===== src/rtl/param_readback_tx.sv =====
// param_readback_tx: UART 8N1 transmitter that returns the active pulse-sequence
// parameters to the host as one frame: HEADER, 20 payload bytes, optional CHK.
// Build option: define PARAM_TX_CHKSUM_EN to append an XOR checksum byte.
module param_readback_tx #(
    parameter int unsigned BAUD_DIV = 104,
    parameter logic [7:0]  HEADER   = 8'hA5
) (
    input  logic        clk,
    input  logic        resetn,
    input  logic        send,
    input  logic [7:0]  per,
    input  logic [15:0] p1wid,
    input  logic [15:0] del,
    input  logic [15:0] p2wid,
    input  logic [31:0] nut_d,
    input  logic [31:0] nut_w,
    input  logic [7:0]  cp,
    input  logic [7:0]  p_bl,
    input  logic [15:0] p_bl_off,
    input  logic [2:0]  flags,
    output logic        tx,
    output logic        busy,
    output logic        done
);

    localparam int unsigned      CNT_W     = $clog2(BAUD_DIV);
    localparam logic [CNT_W-1:0] BAUD_LAST = CNT_W'(BAUD_DIV - 1);
`ifdef PARAM_TX_CHKSUM_EN
    localparam logic [4:0]       LAST_BYTE = 5'd21;
`else
    localparam logic [4:0]       LAST_BYTE = 5'd20;
`endif

    typedef enum logic [2:0] {
        IDLE,
        START,
        DATA,
        STOP,
        FINISH
    } state_t;

    state_t             state_q, state_d;
    logic [CNT_W-1:0]   baud_cnt_q, baud_cnt_d;
    logic [2:0]         bit_idx_q, bit_idx_d;
    logic [4:0]         byte_idx_q, byte_idx_d;
    logic [159:0]       snap_q, snap_d;
    logic [159:0]       snap_in;
    logic               accept;
    logic               bit_end;
    logic [4:0]         payload_sel;
    logic [7:0]         cur_byte;

    // Payload in transmit order, MSB byte of each field first
    assign snap_in = {per, p1wid, del, p2wid, nut_d, nut_w, cp, p_bl, p_bl_off, 5'b0, flags};
    assign accept  = (state_q == IDLE) && send;

`ifdef PARAM_TX_CHKSUM_EN
    logic [7:0] chk_q, chk_d;

    // Checksum of the payload, captured on the same edge as the snapshot
    always_comb begin
        chk_d = chk_q;
        if (accept) begin
            chk_d = '0;
            for (int unsigned i = 0; i < 20; i++) begin
                chk_d = chk_d ^ snap_in[8*i +: 8];
            end
        end
    end

    // Checksum register
    always_ff @(posedge clk or negedge resetn) begin
        if (!resetn) begin
            chk_q <= '0;
        end else begin
            chk_q <= chk_d;
        end
    end
`endif

    // Select the byte currently on the line from header, snapshot or checksum
    always_comb begin
        payload_sel = 5'd20 - byte_idx_q;
        cur_byte    = snap_q[{payload_sel, 3'b000} +: 8];
        if (byte_idx_q == 5'd0) begin
            cur_byte = HEADER;
        end
`ifdef PARAM_TX_CHKSUM_EN
        else if (byte_idx_q == 5'd21) begin
            cur_byte = chk_q;
        end
`endif
    end

    // State, counters and snapshot registers
    always_ff @(posedge clk or negedge resetn) begin
        if (!resetn) begin
            state_q    <= IDLE;
            baud_cnt_q <= '0;
            bit_idx_q  <= '0;
            byte_idx_q <= '0;
            snap_q     <= '0;
        end else begin
            state_q    <= state_d;
            baud_cnt_q <= baud_cnt_d;
            bit_idx_q  <= bit_idx_d;
            byte_idx_q <= byte_idx_d;
            snap_q     <= snap_d;
        end
    end

    // Next-state: bit timing, bit/byte sequencing and request acceptance
    always_comb begin
        state_d    = state_q;
        baud_cnt_d = baud_cnt_q;
        bit_idx_d  = bit_idx_q;
        byte_idx_d = byte_idx_q;
        snap_d     = snap_q;
        bit_end    = (baud_cnt_q == BAUD_LAST);

        if (state_q == START || state_q == DATA || state_q == STOP) begin
            baud_cnt_d = bit_end ? '0 : baud_cnt_q + 1'b1;
        end

        case (state_q)
            IDLE: begin
                if (accept) begin
                    state_d    = START;
                    snap_d     = snap_in;
                    baud_cnt_d = '0;
                    bit_idx_d  = '0;
                    byte_idx_d = '0;
                end
            end
            START: begin
                if (bit_end) begin
                    state_d = DATA;
                end
            end
            DATA: begin
                if (bit_end) begin
                    bit_idx_d = bit_idx_q + 1'b1;
                    if (bit_idx_q == 3'd7) begin
                        state_d = STOP;
                    end
                end
            end
            STOP: begin
                if (bit_end) begin
                    if (byte_idx_q == LAST_BYTE) begin
                        state_d = FINISH;
                    end else begin
                        byte_idx_d = byte_idx_q + 1'b1;
                        state_d    = START;
                    end
                end
            end
            FINISH: begin
                state_d    = IDLE;
                byte_idx_d = '0;
            end
            default: begin
                state_d = IDLE;
            end
        endcase
    end

    // Outputs decoded from the registered state; tx idles high
    always_comb begin
        tx   = 1'b1;
        busy = 1'b0;
        done = 1'b0;
        case (state_q)
            START: begin
                tx   = 1'b0;
                busy = 1'b1;
            end
            DATA: begin
                tx   = cur_byte[bit_idx_q];
                busy = 1'b1;
            end
            STOP: begin
                busy = 1'b1;
            end
            FINISH: begin
                done = 1'b1;
            end
            default: begin
            end
        endcase
    end

endmodule


===== config.mk =====
export PLATFORM = sky130hd
export DESIGN_NAME = param_readback_tx
export DESIGN_NICKNAME = d
export VERILOG_FILES = /design/src/rtl/param_readback_tx.sv
export SDC_FILE = /design/constraint.sdc
export NUM_CORES = 1
export LEC_CHECK = 0
export BUFFER_PORTS_ARGS = -buffer_cell sky130_fd_sc_hd__buf_2
export CORE_UTILIZATION = 60
export DETAILED_ROUTE_END_ITERATION = 7
export HOLD_SLACK_MARGIN = 0.12
export PLACE_DENSITY_LB_ADDON = 0.05
export SYNTH_ARGS = -nofsm -noshare
export SYNTH_HDL_FRONTEND = slang
export SYNTH_SLANG_ARGS = --single-unit

===== constraint.sdc =====
create_clock -name clk -period 8.9 [get_ports clk]
set_clock_uncertainty 0.15 [all_clocks]
set_input_delay 0 -clock clk [delete_from_list [all_inputs] [get_ports clk]]
set_output_delay 0 -clock clk [all_outputs]
set_load 0.05 [all_outputs]

==> results of run 1 <==
worst max-delay path, cell delays in order (launching register included):
cell,delay [ns]
dfrtp_2,0.35
clkinv_1,0.20
ha_2,0.79
buf_4,0.45
mux4_1,0.23
and2_0,0.12
a2111oi_0,0.07
a41o_1,0.27
o311a_1,0.33
or4_4,0.49
o211ai_2,0.08
buf_2,0.29
cells by family (layout without fill, tap and decap cells):
family                   count (synthesis)  after routing  synth area share (%)
AO/OA/AOI/OAI                           56             56                  5.02
XOR/XNOR                                12             12                  1.58
adder cells (fa/ha/maj)                  5              5                 0.753
buffers and inverters                   47            362                  3.15
flip-flops                             173            173                  52.1
multiplexers                           204            204                  32.5
AND/OR/NAND/NOR                         81             81                  4.82
power breakdown:
part	total [mW]	switching, mW	leakage, nW	internal [mW]
logic	0.879	0.337	2.57	0.542
clock network	0.735	0.296	0.278	0.439
registers	1.38	0.229	2.05	1.15
total	3.00	0.862	4.90	2.14
through the flow:
| step | util, % | instances | area [µm²] |
|---|---|---|---|
| floorplan | - | 578 | 8300 |
| finish | 84.8 | 1069 | 11300 |
| global placement | 68.6 | 880 | 9150 |
| detailed placement | 68.6 | 880 | 9150 |
| global route | 84.8 | 1069 | 11300 |
| CTS | 84.8 | 1069 | 11300 |
routing by layer:
| metal | GRT usage [%] | vias to the layer above | share of wire [%] |
|---|---|---|---|
| met5 | 0 | - | 0 |
| met4 | 11.3 | 0 | 2.1 |
| met3 | 6.80 | 41 | 4.7 |
| li1 | - | 2756 | - |
| met2 | 58.8 | 210 | 53 |
| met1 | 41.7 | 3234 | 40 |
path summary, 6_finish.rpt:
path | start | endpoint | cells past startpoint
min in group asynchronous | resetn | snap_q[34]$_DFFE_PN0P_ | 3
worst min-delay path | cp[2] | snap_q[34]$_DFFE_PN0P_ | 3
worst max-delay path | byte_idx_q[0]$_DFFE_PN0P_ | tx | 11
max in group asynchronous | resetn | byte_idx_q[0]$_DFFE_PN0P_ | 4
worst max register to register | state_q[1]$_DFFE_PN0P_ | snap_q[122]$_DFFE_PN0P_ | 3
worst min register to register | snap_q[124]$_DFFE_PN0P_ | snap_q[124]$_DFFE_PN0P_ | 1
repair_timing:
| item | in CTS | in global routing |
|---|---|---|
| setup buffers | 0 | 0 |
| gates resized for setup | 0 | 0 |
| hold buffers | 159 | 0 |
| endpoints found under the hold margin | 257 | 0 |
sequential cells by signal, summed over array words and instances, names as in the netlist:
signal      flops
byte_idx_q      5
state_q         3
snap_q        155
baud_cnt_q      7
bit_idx_q       3
cell usage after synthesis, types with 4 or more instances:
library cell	n	area, µm²
nand4_1	5	31.3
nand3_1	4	20.0
a21oi_1	8	40.0
clkbuf_1	12	45.0
and3_1	5	31.3
inv_1	6	22.5
dfrtp_1	173	4330
nor2_1	22	82.6
xor2_1	7	61.3
ha_1	5	62.6
buf_6	4	45.0
mux2_2	157	1770
buf_4	6	45.0
o21ai_0	9	45.0
mux4_1	7	184
nand2_1	25	93.8
mux2i_1	12	120
buf_2	17	85.1
mux4_2	28	631
placed cells by master (no fill, tap or decap), types with 3 or more instances in the layout:
| master | instances |
|---|---|
| mux4_2 | 28 |
| nor3_1 | 3 |
| a211oi_1 | 3 |
| nor3b_1 | 3 |
| dfrtp_1 | 172 |
| clkbuf_8 | 4 |
| clkbuf_16 | 17 |
| mux2i_1 | 12 |
| and3_1 | 5 |
| a21oi_1 | 8 |
| inv_1 | 6 |
| xnor2_1 | 3 |
| and2_1 | 3 |
| mux2_2 | 157 |
| nor2_1 | 22 |
| o211ai_1 | 3 |
| xor2_1 | 7 |
| buf_2 | 159 |
| nand3_1 | 4 |
| mux4_1 | 7 |
| o21ai_0 | 9 |
| buf_4 | 6 |
| nand4_1 | 5 |
| ha_1 | 4 |
| clkbuf_1 | 3 |
| nand2_1 | 25 |
| a21o_1 | 3 |
| dlygate4sd3_1 | 159 |
area by class of cell:
| cell class | count | area [µm²] |
|---|---|---|
| Clock buffer | 24 | 492 |
| Clock inverter | 6 | 85.1 |
| Fill cell | 645 | 2030 |
| Inverter | 7 | 26.3 |
| Multi-Input combinational cell | 358 | 3720 |
| Sequential cell | 173 | 4330 |
| Tap cell | 176 | 220 |
| Timing Repair Buffer | 325 | 2440 |
==> results_dict.tcl, run 1 <==
set metrics [dict create \
    status "completed" \
    grt_first_pass_wirelength_um 36000 \
    p_leak_nw 4.90 \
    async_flop_share_pct 100 \
    grtUsageTotal_pct 33.6 \
    hold_ws_ns 0.184 \
    dr.pass1.iters 4 \
    setup_viol 0 \
    worst-endpoint-required_ns 8.75 \
    finalHoldViolations 0 \
    rrSetupSlack_ns 6.42 \
    finalPower_mw 3.00 \
    coreArea_um2 13300 \
    syn_area_um2 8300 \
    maxSlewHeadroom_pct 30.0 \
    crit_arrival_ns 4.11 \
    gr-total-overflow 0 \
    fin_tns_setup_ns 0 \
    maxCapViolCount 0 \
    rows 42 \
    area_delta_synth_final_pct 36.3 \
    vias_per_cell 5.84 \
    synth_cells 578 \
    ys_ff_latch 173 \
    post-route-min-period_ns 4.26 \
    place_hpwl_um 12400 \
    critical_path_class "flop to output pin" \
    place_congestion 0.889 \
    portBuffers 160 \
    layout-drive-gt1-share_pct 43.4 \
    synth_nets 741 \
    wl_per_cell_um 20.9 \
    rsz0062_at_grt "no" \
    startpoint_type "flop" \
    root_buffer "clkbuf_16" \
    drcViolationCount 0 \
    htree_levels 4 \
    grt_max_degree 91 \
    clock-sinks 173 \
    wl_um 22400 \
    place_ws_ns 5.08 \
    cts.clk_slew.worst_paths_ns 0.06 \
    worst_setup_path_end_kind "output pin" \
    yosys_warnings 0 \
    ys.flop_type "dfrtp_1" \
    dieHeight_um 120 \
    peakVddDrop_mv 0.208 \
    drt_iter0_drc 467 \
    synth-edff-count 0 \
    max_freq_ghz 0.235 \
    cp_max_fo 25 \
    avgSynthCellArea_um2 14.4 \
    cts_tree "done" \
    antenna_found_initial 0 \
    grt_pass1_vias 6803 \
    worstMarginPinSlew_ns 1.04 \
    hp-class "input pin to flop" \
    die_w_um 120 \
    period_share_pct 47.9 \
    final.setup.worst_slack_ns 4.64 \
    cts_buffers 17 \
    powerDensity_nw_per_um2 265 \
    synth.distinct_cells 66 \
    boundaryPins 161 \
    diodes 0 \
    nNetsFinal 1045 \
    die_area_um2 14300 \
    via_count 6241 \
    start_util_pct 62.2 \
    drv_slew 0 \
    seq_area_frac_synth_pct 52.1 \
    clock_latency_ns 0.43 \
    drtAntennaViolNets 0 \
    cts_buffer_depth 2 \
]
Power figures use the tool's default switching activity.
==> run 2: changes to the inputs <==
Settings changed: CORE_UTILIZATION 60 to 56.
Clock period 8.9 ns to 4.1 ns, I/O delays scaled along.
==> results_dict.tcl, run 2 (synthesis results as in run 1) <==
set metrics [dict create \
    boundaryPins 161 \
    start_util_pct 57.4 \
    htree_levels 4 \
    clock_latency_ns 0.43 \
    grt_max_degree 110 \
    grt_use_met3_pct 6.73 \
    portBuffers 160 \
    nNetsFinal 1046 \
    grt_pass1_vias 6363 \
    place_ws_ns 0.669 \
    antenna_found_initial 2 \
    mostFrequentLayoutCell "dfrtp_1" \
    cts.clk_slew.worst_paths_ns 0.06 \
    status "completed" \
    grtUsageTotal_pct 29.5 \
    dr.pass1.iters 4 \
    vias_per_cell 5.60 \
    cp_max_fo 20 \
    max_freq_ghz 0.262 \
    drtAntennaViolNets 0 \
    coreArea_um2 14500 \
    grt-busiest-layer "met2" \
    rr_worst_depth 3 \
    rows 44 \
    die_w_um 124 \
    final.setup.worst_slack_ns 0.277 \
    fin_tns_setup_ns 0 \
    peakVddDrop_mv 0.411 \
    layout-drive-gt1-share_pct 44.1 \
    place_congestion 0.882 \
    post-route-min-period_ns 3.82 \
    postCtsSetupRepairBufs 0 \
    largest_register_ffs 155 \
    setup_viol 0 \
    wl_um 21000 \
    hp-class "input pin to async pin" \
    area_delta_synth_final_pct 36.9 \
    crit_start "byte_idx_q[0]$_DFFE_PN0P_" \
    regMostFlops "snap_q" \
    place_hpwl_um 12700 \
    grt_first_pass_wirelength_um 33200 \
    cts_buffer_depth 2 \
    cts_buffers 17 \
    finalHoldViolations 0 \
    grtUsageMet1_pct 38.2 \
    worstMarginPinSlew_ns 0.929 \
    maxSlewHeadroom_pct 38.1 \
    root_buffer "clkbuf_16" \
    startpoint_type "flop" \
    via_count 6056 \
    maxCapViolCount 0 \
    cts_tree "done" \
    gr-total-overflow 0 \
    powerDensity_nw_per_um2 568 \
    top_regs "snap_q x155, baud_cnt_q x7, byte_idx_q x5" \
    r2r-start "state_q[1]$_DFFE_PN0P_" \
    dieHeight_um 124 \
    final_cell_mix "dfrtp_1 (172), buf_2 (158), mux2_2 (157), dlygate4sd3_1 (157), mux4_2 (28)" \
    p_leak_nw 4.91 \
    met2_usage_pct 48.5 \
    worst-endpoint-required_ns 3.95 \
    drcViolationCount 0 \
    die_area_um2 15300 \
    clock-sinks 173 \
    drv_slew 0 \
    rsz0062_at_grt "no" \
    critical_path_class "flop to output pin" \
    drt_iter0_drc 445 \
    wl_per_cell_um 19.4 \
    worst_setup_path_end_kind "output pin" \
    crit_arrival_ns 3.67 \
    period_share_pct 93.3 \
]
==> run 2: cell count changes in the layout (fill, tap and decap cells not counted), moves of 2 or more <==
cell	before	now
dlygate4sd3_1	159	157
clkinv_4	0	3
clkbuf_8	4	1
diode_2	0	2
buf_12	0	2
clkbuf_1	3	1
inv_6	0	4
buf_4	6	8
==> run 2: worst paths after layout <==
path	end	slack (ns)
setup / recovery	tx	0.28
min in group clk	snap_q[113]$_DFFE_PN0P_	0.18
hold reg to reg	snap_q[51]$_DFFE_PN0P_	0.36
hold / removal	snap_q[33]$_DFFE_PN0P_	0.09
setup reg to reg	snap_q[57]$_DFFE_PN0P_	1.81
max in group asynchronous	snap_q[88]$_DFFE_PN0P_	2.64
==> run 2: what timing repair did <==
item / CTS / global route
endpoints found under the setup margin: 0 / 1
endpoints found under the hold margin: 262 / 0
hold buffers: 157 / 0
gates resized for setup: 0 / 1
==> run 2: worst max-delay path, cell delays in order (launching register included) <==
cell	delay, ns
dfrtp_2	0.36
clkinv_1	0.20
ha_2	0.68
buf_4	0.39
mux4_2	0.35
nor3b_1	0.16
a2111oi_2	0.42
o221ai_1	0.19
nand4_1	0.14
o211ai_2	0.15
buf_12	0.19
==> run 2: final cells by class <==
cell class                 count  area, µm²
inverter                       7       26.3
sequential                   173       4330
clock buffer                  19        443
clock inverter                13        130
timing repair buffer         326       2470
antenna                        2       5.00
fill                         843       3110
tap                          184        230
multi-input combinational    358       3730
==> run 2: metal layers <==
layer | up-vias | wire, µm | share of wire [%]
li1 | 2773 | - | -
met1 | 3041 | 8810 | 42
met2 | 198 | 10600 | 50
met3 | 44 | 1090 | 5.2
met4 | 0 | 503 | 2.4
met5 | - | 0 | 0
==> run 2: through the flow <==
| step | cells | total power, mW | utilization (%) | hold slack (ns) | cell area (µm²) |
|---|---|---|---|---|---|
| detailed placement | 891 | 4.76 | 63.6 | 0.0243 | 9210 |
| finish | 1082 | 6.46 | 78.5 | 0.0876 | 11400 |
| global placement | 891 | 4.67 | 63.6 | 0.00712 | 9210 |
| floorplan | 578 | 4.19 | - | -0.446 | 8300 |
| CTS | 1080 | 6.46 | 78.4 | 0.140 | 11400 |
| global route | 1082 | 6.79 | 78.5 | 0.179 | 11400 |
==> run 2: power by group <==
group,leakage [nW],internal (mW),switching [mW]
clock,0.273,0.865,0.699
sequential,2.05,2.50,0.486
combinational,2.59,1.19,0.710
==> run 3: changes to the inputs <==
Settings changed: RECOVER_POWER from default to 25.
==> results_dict.tcl, run 3 (synthesis results as in run 1) <==
set metrics [dict create \
    status "finished with violations" \
    violations "capacitance limit, slew limit" \
    crit_chain "clkinv_1, ha_2, buf_4, mux4_2, nor3b_1, a2111oi_2, o221ai_1, nand4_1, o211ai_2, buf_12" \
    vias_per_cell 5.61 \
    top_regs "snap_q x155, baud_cnt_q x7, byte_idx_q x5" \
    grt_pass1_vias 6363 \
    fin_tns_setup_ns 0 \
    finalHoldViolations 0 \
    die_area_um2 15300 \
    grtUsageTotal_pct 29.5 \
    wl_um 21000 \
    cts_buffer_depth 2 \
    mostFrequentLayoutCell "dfrtp_1" \
    maxCapViolCount 1 \
    place_congestion 0.882 \
    worst-endpoint-required_ns 3.95 \
    hp-class "input pin to flop" \
    placed_cell_area_um2 9210 \
    crit_family "buffers and inverters" \
    via_count 6068 \
    cp_max_fo 20 \
    start_util_pct 57.4 \
    postCtsSetupRepairBufs 0 \
    clock_latency_ns 0.43 \
    cpMaxStageDelayCell "ha_2" \
    grt_max_degree 110 \
    final_area_um2 11400 \
    largest_register_ffs 155 \
    worst_setup_path_end_kind "output pin" \
    startpoint_type "flop" \
    worst-path-buf-inv 3 \
    root_buffer "clkbuf_16" \
    gr-total-overflow 0 \
    drv_slew 103 \
    place_ws_ns 0.669 \
    setup_viol 0 \
    dieHeight_um 124 \
    drtAntennaViolNets 0 \
    critical_path_class "flop to output pin" \
    rsz0062_at_grt "no" \
    crit_path_max_incr_delay_ns 0.68 \
    area_delta_synth_final_pct 36.9 \
    worstMarginPinSlew_ns 2.50 \
    portBuffers 160 \
    peakVddDrop_mv 0.409 \
    nFillCells 845 \
    drcViolationCount 0 \
    grt_first_pass_wirelength_um 33200 \
    place_hpwl_um 12700 \
    maxSlewHeadroom_pct -66.6 \
    wl_per_cell_um 19.4 \
    rows 44 \
    period_share_pct 93.0 \
    cts_buffers 17 \
    coreArea_um2 14500 \
    post-route-min-period_ns 3.81 \
    layout-drive-gt1-share_pct 44.1 \
    crit_arrival_ns 3.66 \
    htree_levels 4 \
    die_w_um 124 \
    cts_tree "done" \
    regMostFlops "snap_q" \
    final.setup.worst_slack_ns 0.285 \
    powerDensity_nw_per_um2 568 \
    boundaryPins 161 \
    final_util_pct 78.5 \
    finalPower_mw 6.45 \
    nNetsFinal 1046 \
    drt_iter0_drc 445 \
    max_freq_ghz 0.262 \
    clock-sinks 173 \
    p_leak_nw 4.91 \
    cts.clk_slew.worst_paths_ns 0.07 \
    dr.pass1.iters 4 \
    final_cell_mix "dfrtp_1 (172), buf_2 (158), mux2_2 (157), dlygate4sd3_1 (157), mux4_2 (28)" \
    antenna_found_initial 2 \
]
-- run 3: per-stage QoR --
step                instances  hold WS, ns
floorplan                 578       -0.446
global placement          891      0.00712
detailed placement        891       0.0243
CTS                      1080        0.140
global route             1082        0.179
finish                   1082        0.181
-- run 3: worst min-delay path, stage by stage --
cell	delay (ns)
dlygate4sd3_1	0.51
buf_2	0.09
mux2_2	0.13
-- run 3: final timing paths --
kind | cells after the start | startpoint | slack [ns] | end
hold reg to reg | 1 | snap_q[17]$_DFFE_PN0P_ | 0.36 | snap_q[17]$_DFFE_PN0P_
max in group asynchronous | 2 | resetn | 1.48 | byte_idx_q[0]$_DFFE_PN0P_
min in group asynchronous | 2 | resetn | 0.71 | snap_q[33]$_DFFE_PN0P_
setup reg to reg | 3 | state_q[1]$_DFFE_PN0P_ | 1.81 | snap_q[57]$_DFFE_PN0P_
hold / removal | 3 | p2wid[9] | 0.18 | snap_q[113]$_DFFE_PN0P_
setup / recovery | 10 | byte_idx_q[0]$_DFFE_PN0P_ | 0.29 | tx
-- run 3: repair_timing --
item                                    in CTS  in global routing
endpoints found under the setup margin       0                  1
resized for setup                            0                  1
endpoints found under the hold margin      262                  0
hold buffers                               157                  0
-- run 3: final cells by class --
cell class	instances	area, µm²	area share (%)
sequential	173	4330	38.1
multi-input combinational	358	3730	32.8
timing repair buffer	326	2470	21.7
clock buffer	19	443	3.90
tap	184	230	2.03
clock inverter	13	130	1.14
inverter	7	26.3	0.231
antenna	2	5.00	0.0440
-- run 3: metal layers --
| metal | vias to the layer above | routed length (µm) | part of all wire (%) | global-route usage, % |
|---|---|---|---|---|
| met5 | - | 0 | 0 | 0 |
| met4 | 0 | 547 | 2.6 | 11.0 |
| met3 | 46 | 1070 | 5.1 | 6.73 |
| met2 | 190 | 10500 | 50 | 48.5 |
| met1 | 3059 | 8830 | 42 | 38.2 |
| li1 | 2773 | - | - | - |
-- run 3: power by group --
part / switching, mW / internal, mW
clock network: 0.696 / 0.865
registers: 0.486 / 2.50
logic: 0.711 / 1.19
total: 1.89 / 4.56
